### config.mk
export PLATFORM = sky130hd
export DESIGN_NAME = iir_allpole_eq
export DESIGN_NICKNAME = d
export VERILOG_FILES = /design/src/rtl/iir_allpole_eq.sv
export SDC_FILE = /design/constraint.sdc
export NUM_CORES = 1
export LEC_CHECK = 0
export ABC_AREA = 1
export BUFFER_PORTS_ARGS = -buffer_cell sky130_fd_sc_hd__buf_2
export CAP_MARGIN = 40
export CORE_ASPECT_RATIO = 1.2
export CORE_MARGIN = 2
export CORE_UTILIZATION = 45
export DETAILED_ROUTE_END_ITERATION = 8
export GPL_ROUTABILITY_DRIVEN = 0
export GPL_TIMING_DRIVEN = 0
export PLACE_DENSITY = 0.66
export SLEW_MARGIN = 20
export SYNTH_ARGS = -nofsm -noshare
export SYNTH_HDL_FRONTEND = slang
export SYNTH_SLANG_ARGS = --single-unit
### constraint.sdc
create_clock -name i_clk -period 15.4 [get_ports i_clk]
set_clock_uncertainty 0.2 [all_clocks]
set_input_delay 0.77 -clock i_clk [delete_from_list [all_inputs] [get_ports i_clk]]
set_output_delay 0.77 -clock i_clk [all_outputs]
set_load 0.01 [all_outputs]
### src/rtl/iir_allpole_eq.sv
// 3-tap all-pole IIR equaliser: y[n] = sat(x[n] - (sum a_k*y[n-k]) >>> COEFF_FRAC).
// One shared multiplier, sequenced IDLE -> MAC1 -> MAC2 -> MAC3 -> FIN.
module iir_allpole_eq #(
  parameter int DATA_W     = 16,
  parameter int COEFF_W    = 16,
  parameter int COEFF_FRAC = 15,
  parameter int ACC_W      = DATA_W + COEFF_W + 3
) (
  input  logic               i_clk,
  input  logic               i_rstb,
  input  logic               i_valid,
  output logic               o_ready,
  input  logic [DATA_W-1:0]  i_data,
  input  logic [COEFF_W-1:0] i_coeff1,
  input  logic [COEFF_W-1:0] i_coeff2,
  input  logic [COEFF_W-1:0] i_coeff3,
  output logic               o_valid,
  output logic [DATA_W-1:0]  o_data
);

  localparam int PROD_W = DATA_W + COEFF_W;
  localparam logic signed [ACC_W-1:0] Y_MAX = ACC_W'(2 ** (DATA_W - 1) - 1);
  localparam logic signed [ACC_W-1:0] Y_MIN = ~Y_MAX;

  typedef enum logic [2:0] {IDLE, MAC1, MAC2, MAC3, FIN} state_t;

  state_t                    state, state_nx;
  logic signed [ACC_W-1:0]   acc, acc_shr, prod_ext;
  logic signed [COEFF_W-1:0] c1, c2, c3, mul_c;
  logic signed [DATA_W-1:0]  y1, y2, y3, mul_y, y_sat;
  logic signed [PROD_W-1:0]  prod;
  logic                      accept;

  always_ff @(posedge i_clk or negedge i_rstb) begin
    if (!i_rstb) state <= IDLE;
    else         state <= state_nx;
  end

  always_comb begin
    state_nx = state;
    unique case (state)
      IDLE:    if (accept) state_nx = MAC1;
      MAC1:    state_nx = MAC2;
      MAC2:    state_nx = MAC3;
      MAC3:    state_nx = FIN;
      FIN:     state_nx = IDLE;
      default: state_nx = IDLE;
    endcase
  end

  always_comb begin
    o_ready = (state == IDLE);
  end

  assign accept = i_valid & o_ready;

  // Operand mux feeding the single multiplier; tap k is used in state MACk.
  always_comb begin
    mul_c = '0;
    mul_y = '0;
    case (state)
      MAC1:    begin mul_c = c1; mul_y = y1; end
      MAC2:    begin mul_c = c2; mul_y = y2; end
      MAC3:    begin mul_c = c3; mul_y = y3; end
      default: begin mul_c = '0; mul_y = '0; end
    endcase
  end

  always_comb begin
    prod     = mul_c * mul_y;
    prod_ext = {{(ACC_W - PROD_W){prod[PROD_W-1]}}, prod};
    acc_shr  = acc >>> COEFF_FRAC;
    if (acc_shr > Y_MAX)      y_sat = {1'b0, {(DATA_W - 1){1'b1}}};
    else if (acc_shr < Y_MIN) y_sat = {1'b1, {(DATA_W - 1){1'b0}}};
    else                      y_sat = acc_shr[DATA_W-1:0];
  end

  always_ff @(posedge i_clk or negedge i_rstb) begin
    if (!i_rstb) begin
      acc     <= '0;
      c1      <= '0;
      c2      <= '0;
      c3      <= '0;
      y1      <= '0;
      y2      <= '0;
      y3      <= '0;
      o_valid <= 1'b0;
      o_data  <= '0;
    end else begin
      o_valid <= 1'b0;
      case (state)
        IDLE: begin
          if (accept) begin
            acc <= {{(ACC_W - DATA_W){i_data[DATA_W-1]}}, i_data} << COEFF_FRAC;
            c1  <= i_coeff1;
            c2  <= i_coeff2;
            c3  <= i_coeff3;
          end
        end
        MAC1, MAC2, MAC3: acc <= acc - prod_ext;
        FIN: begin
          // History is fed from the clamped value so the loop never sees overflow.
          o_data  <= y_sat;
          o_valid <= 1'b1;
          y3      <= y2;
          y2      <= y1;
          y1      <= y_sat;
        end
        default: acc <= acc;
      endcase
    end
  end

endmodule

# Yosys cells after proc, flatten, opt, wreduce, memory -nomap -nowiden
# Index checks and enable logic that the tools add are counted.
totals:
  register_bits: 135
  out_inout_bits: 18
  elab_cells: 33
op_classes:
  addsub: 1
  n_mul: 1
  order_cmp: 2
  eq_ne: 5
  muxes: 9
  bitwise: 1
  reduce_logical: 5
op_table:
  columns: ["operator", "n"]
  rows:
  - ["case mux 16 bit (3 select lines)", 2]
  - ["case mux 35 bit (2 select lines)", 1]
  - ["2-to-1 mux 35 bit", 1]
  - ["subtractor 35 x 32 -> 35 bit", 1]
  - ["multiplier 16 x 16 -> 32 bit", 1]
  - ["2-to-1 mux 16 bit", 2]
  - ["> comparator 20 x 16 -> 1 bit, second input constant", 1]
  - ["< comparator 20 x 16 -> 1 bit, second input constant", 1]
  - ["case mux 3 bit (4 select lines)", 1]
  - ["== test 3 x 2 -> 1 bit, second input constant", 2]
  - ["AND reduction 2 bit", 2]
  - ["== test 3 x 1 -> 1 bit, second input constant", 1]
  - ["== test 3 bit, second input constant", 1]
  - ["zero test 3 bit", 1]
  - ["2-to-1 mux 3 bit", 1]
  - ["OR reduction 3 bit", 1]
  - ["!= test 2 x 1 -> 1 bit, second input constant", 1]
  - ["nonzero test 2 bit", 1]
  - ["AND 1 bit", 1]
  - ["2-to-1 mux 1 bit", 1]

# Longest topological paths before layout
logic_depth:
  depth_word: 5
  mapped_depth: 34
  mapped_depth_nobuf: 32

# Worst setup path after synthesis
# OpenSTA, ideal clock, no wires.
synth_timing:
  path_kind: "register to register"
  startpoint: "register state[1]"
  endpoint: "register acc[32]"
  setup_ps: 124
  arrival_ps: 6178
  path_slack_ps: 8898
  stages_incl_launch_ff: 30
  n_path_buf: 2
  synth_period_minus_slack_ps: 6502
  path_cell_list: "dfrtp_1 -> buf_6 -> nor2_2 -> nand2_2 -> nor2_1 -> a221oi_2 -> inv_1 -> clkbuf_1 -> nand2_1 -> inv_1 -> fa_1 -> fa_1 -> inv_1 -> fa_1 -> fa_1 -> inv_1 -> fa_1 -> inv_1 -> ha_1 -> nand2_1 -> nor2_1 -> inv_1 -> nor3_1 -> nand3_1 -> nand3_1 -> nand2_1 -> nand2_1 -> nand3_1 -> a21oi_1 -> o21bai_1"
synth_via:
  elab_chain_cells: 5
  word_cells_on_any_way: 14
  classes_between: "add/sub (1); mul (1); eq/ne (4); mux (3); bitwise (1); reduce/logical (4)"
synth_lines:
  columns: ["element", "line_no", "rtl"]
  rows:
  - ["from (decl)", "27", "state_t state, state_nx;"]
  - ["from (signal assigned)", "36", "else state <= state_nx;"]
  - ["== test 3 x 2 -> 1 bit / == test 3 x 1 -> 1 bit (equally long branches)", "61, 91", null]
  - ["case mux 16 bit (3 select lines)", "61", "case (state)"]
  - ["multiplier 16 x 16 -> 32 bit", "70", "prod = mul_c * mul_y;"]
  - ["subtractor 35 x 32 -> 35 bit", "100", "MAC1, MAC2, MAC3: acc <= acc - prod_ext;"]
  - ["case mux 35 bit (2 select lines)", "91", "case (state)"]
  - ["to (signal assigned)", "94", "acc <= {{(ACC_W - DATA_W){i_data[DATA_W-1]}}, i_data} << COEFF_FRAC;"]
  - ["to (signal assigned)", "100", null]
  - ["to (decl)", "28", "logic signed [ACC_W-1:0] acc, acc_shr, prod_ext;"]
# Several ways; a longest one is shown, not always the timed one.
# A chain may end at the register's enable or synchronous reset.

# Final worst setup path
layout_timing:
  startpoint: "register state[2]"
  endpoint: "register acc[34]"
# The elaborated chain is that of the path after synthesis.

==> results.toml <==
[run_status]
outcome = "complete, no violations"

[grt]
grt_pass1_wl_microns = 85700
overflow = 0
grt_pass1_vias = 16269
grt_max_degree = 70
antenna_found_initial = 0
grt_usage_pct = 26.3

[synth]
ys_seq_elements = 135
ys.flop_type = "dfrtp_1"
yosysWarnings = 0
yosys.area.top_type_share_pct = 34.7
syn-cell-area_sq_um = 18400
async_flop_share_pct = 100
synth_cell_type_count = 46
synth.area.top_cells = "fa_1 (35%), dfrtp_1 (18%), inv_1 (13%), nand2_1 (13%), ha_1 (6.6%)"
synth.avg_cell_area_sq_um = 8.01
synth.largest_area_cell = "fa_1"
synth_cells = 2298
seq_area_frac_synth_pct = 18.3
synth_edf_count = 0
syn-num-nets = 2781

[die]
core-area_sq_um = 40500
die_x_microns = 189
floorplan.die.height_microns = 226
initial_core_util_pct = 45.4
rows = 81
io_pins = 85
dieArea_sq_um = 42600

[clock_network]
ctsHoldBuffers = 0
numCtsBuffers = 17
htree_levels = 4
clk-insertion-delay-late_ns = 0.43
cts.sinks = 135
cts_buffer_depth = 2
post_cts_buffers = 0
cts_tree = "yes"
clkTransAtPathRegs_ns = 0.07
cts_resized = 0
clockRootBuffer = "clkbuf_16"

[sta]
slew_violations = 0
hold_viol = 0
fmax_mhz = 120
rsz0062_at_grt = "false"
post-route-period-util_pct = 53.9
worst_slack_ns = 7.10
finalSetupTns_ns = 0
min_period_ns = 8.30
worst_slew_pin_slew_ns = 0.976
max_slew_margin_pct = 34.9
setup-violations-final = 0

[setup_path]
worstPathRequired_ns = 15.56
cp_slowest_stage_delay_ns = 0.89
reg2regPathDepth = 28
worstReg2RegEnd = "acc[34]"
crit_buf_inv = 7
critical_path.startpoint_type = "flop"
r2r_slack_ns = 7.10
critPathMaxFanout = 10
cp.arrival_ns = 8.46
cp_top_family = "adder cells"
reg2reg_from = "state[2]"
endpoint_kind = "flop"
criticalPathCategory = "reg2reg"
cp_slowest_cell = "fa_1"

[layout]
nets = 2890
antenna_cells = 0
nFillCells = 4018
syn_to_final_growth_pct = 9.71
drive_gt1_share_pct = 8.51

[detailed_routing]
ant_nets = 0
drt_wl_total_microns = 52900
num_vias = 14909
drc = 0
firstDrtPassIters = 6
post_drt_wl_per_cell_microns = 17.9
drtIter0Drc = 1141
vias_per_cell = 5.04

[flow_run]
max_cap_violations = 0

[placed_design]
dp_hpwl_microns = 43800
dpl_worst_slack_ns = 7.19
portBuffers = 84

[worst_hold_path]
min_path_type = "in2async"
metal layers:
layer,up-vias,part of all wire (%),GRT usage [%]
met5,-,0,0
met4,0,6.0,14.2
met3,138,6.3,3.92
met2,526,50,45.6
met1,7359,38,31.5
li1,6886,-,-
layout make-up:
class,count,area (sq um),area share (%)
Clock buffer,19,443,2.19
Clock inverter,13,159,0.787
Tap cell,539,674,3.34
Timing Repair Buffer,90,510,2.53
Buffer,69,334,1.65
Multi-Input combinational cell,1450,12300,60.8
Sequential cell,135,3380,16.7
Inverter,644,2420,12.0
Yosys cell counts, types with 2 or more instances:
cell / n
nand3b_1: 2
nor2_2: 2
buf_1: 2
xor2_1: 7
nand4_1: 5
o21ai_0: 79
nand3_2: 4
a21o_1: 7
ha_1: 97
o21bai_1: 8
dfrtp_1: 135
nor2_1: 96
buf_2: 39
o21ai_1: 5
o221ai_2: 14
nand2_2: 6
clkbuf_1: 23
inv_1: 638
nand2_4: 2
nor4_1: 4
o221ai_1: 3
nor3_1: 4
buf_6: 2
nand2_1: 629
nand3_1: 52
fa_1: 319
a21oi_1: 56
a21boi_0: 4
xnor2_1: 11
buf_4: 3
o211ai_1: 4
inv_2: 5
or2_2: 2
o22ai_1: 17
flip-flops by register name (all words and copies together) (netlist names):
| name | count |
|---|---|
| acc | 35 |
| c2 | 16 |
| c3 | 16 |
| c1 | 16 |
| o_valid | 1 |
| state | 3 |
| y2 | 16 |
| y1 | 16 |
| y3 | 16 |
cell usage in the layout (no fill, tap or decap), drive strengths merged:
cell type / Yosys / routed
nand3: 56 / 56
xnor2: 11 / 11
and3: 1 / 1
a21oi: 56 / 56
ha: 97 / 97
o22ai: 17 / 17
dfrtp: 135 / 135
bufinv: 0 / 2
o221ai: 17 / 17
a41oi: 1 / 1
or2: 3 / 3
o211ai: 4 / 4
a21boi: 4 / 4
o21a: 1 / 1
buf: 46 / 136
clkinvlp: 0 / 1
nand3b: 2 / 2
clkbuf: 23 / 42
inv: 643 / 650
a21o: 8 / 8
a221oi: 1 / 1
fa: 319 / 319
o21ai: 85 / 85
xor2: 7 / 7
o21bai: 8 / 8
nor2: 99 / 99
a32o: 1 / 1
nor4: 4 / 4
clkinv: 1 / 4
a31o: 1 / 1
nand2: 637 / 637
nor3: 5 / 5
nand4: 5 / 5
worst max path at each step:
stage,startpoint,slack (ns),end,cells after the start
global route,state[2],6.63,acc[34],30
finish,state[2],7.10,acc[34],28
CTS,state[2],7.13,acc[34],30
global placement,state[2],7.23,acc[34],30
floorplan,state[1],8.90,acc[32],29
detailed placement,state[1],7.19,acc[34],31
metrics by stage:
step                      std cells  utilization (%)  hold slack (ns)  instance area [sq um]
after floorplan                2298                -            0.249                  18400
after global placement         2921             48.1            0.263                  19500
after detailed placement       2927             48.3            0.266                  19600
after CTS                      2959             49.8            0.104                  20200
after global routing           2959             49.8            0.120                  20200
final                          2959             49.8           0.0840                  20200
cells by family (layout without fill, tap and decap cells):
| group | after synthesis | after routing | synth area share, % |
|---|---|---|---|
| AOI/OAI and AO/OA | 204 | 204 | 7.01 |
| adders and majority gates | 416 | 416 | 41.3 |
| DFF | 135 | 135 | 18.3 |
| xor gates and xnor gates | 18 | 18 | 0.856 |
| buffers and inverters | 713 | 835 | 14.9 |
| and+or+nand+nor | 812 | 812 | 17.6 |
Power is left out: the tool's default activity adds up to more than one toggle a clock period on the data nets, which glitch-free logic cannot reach.
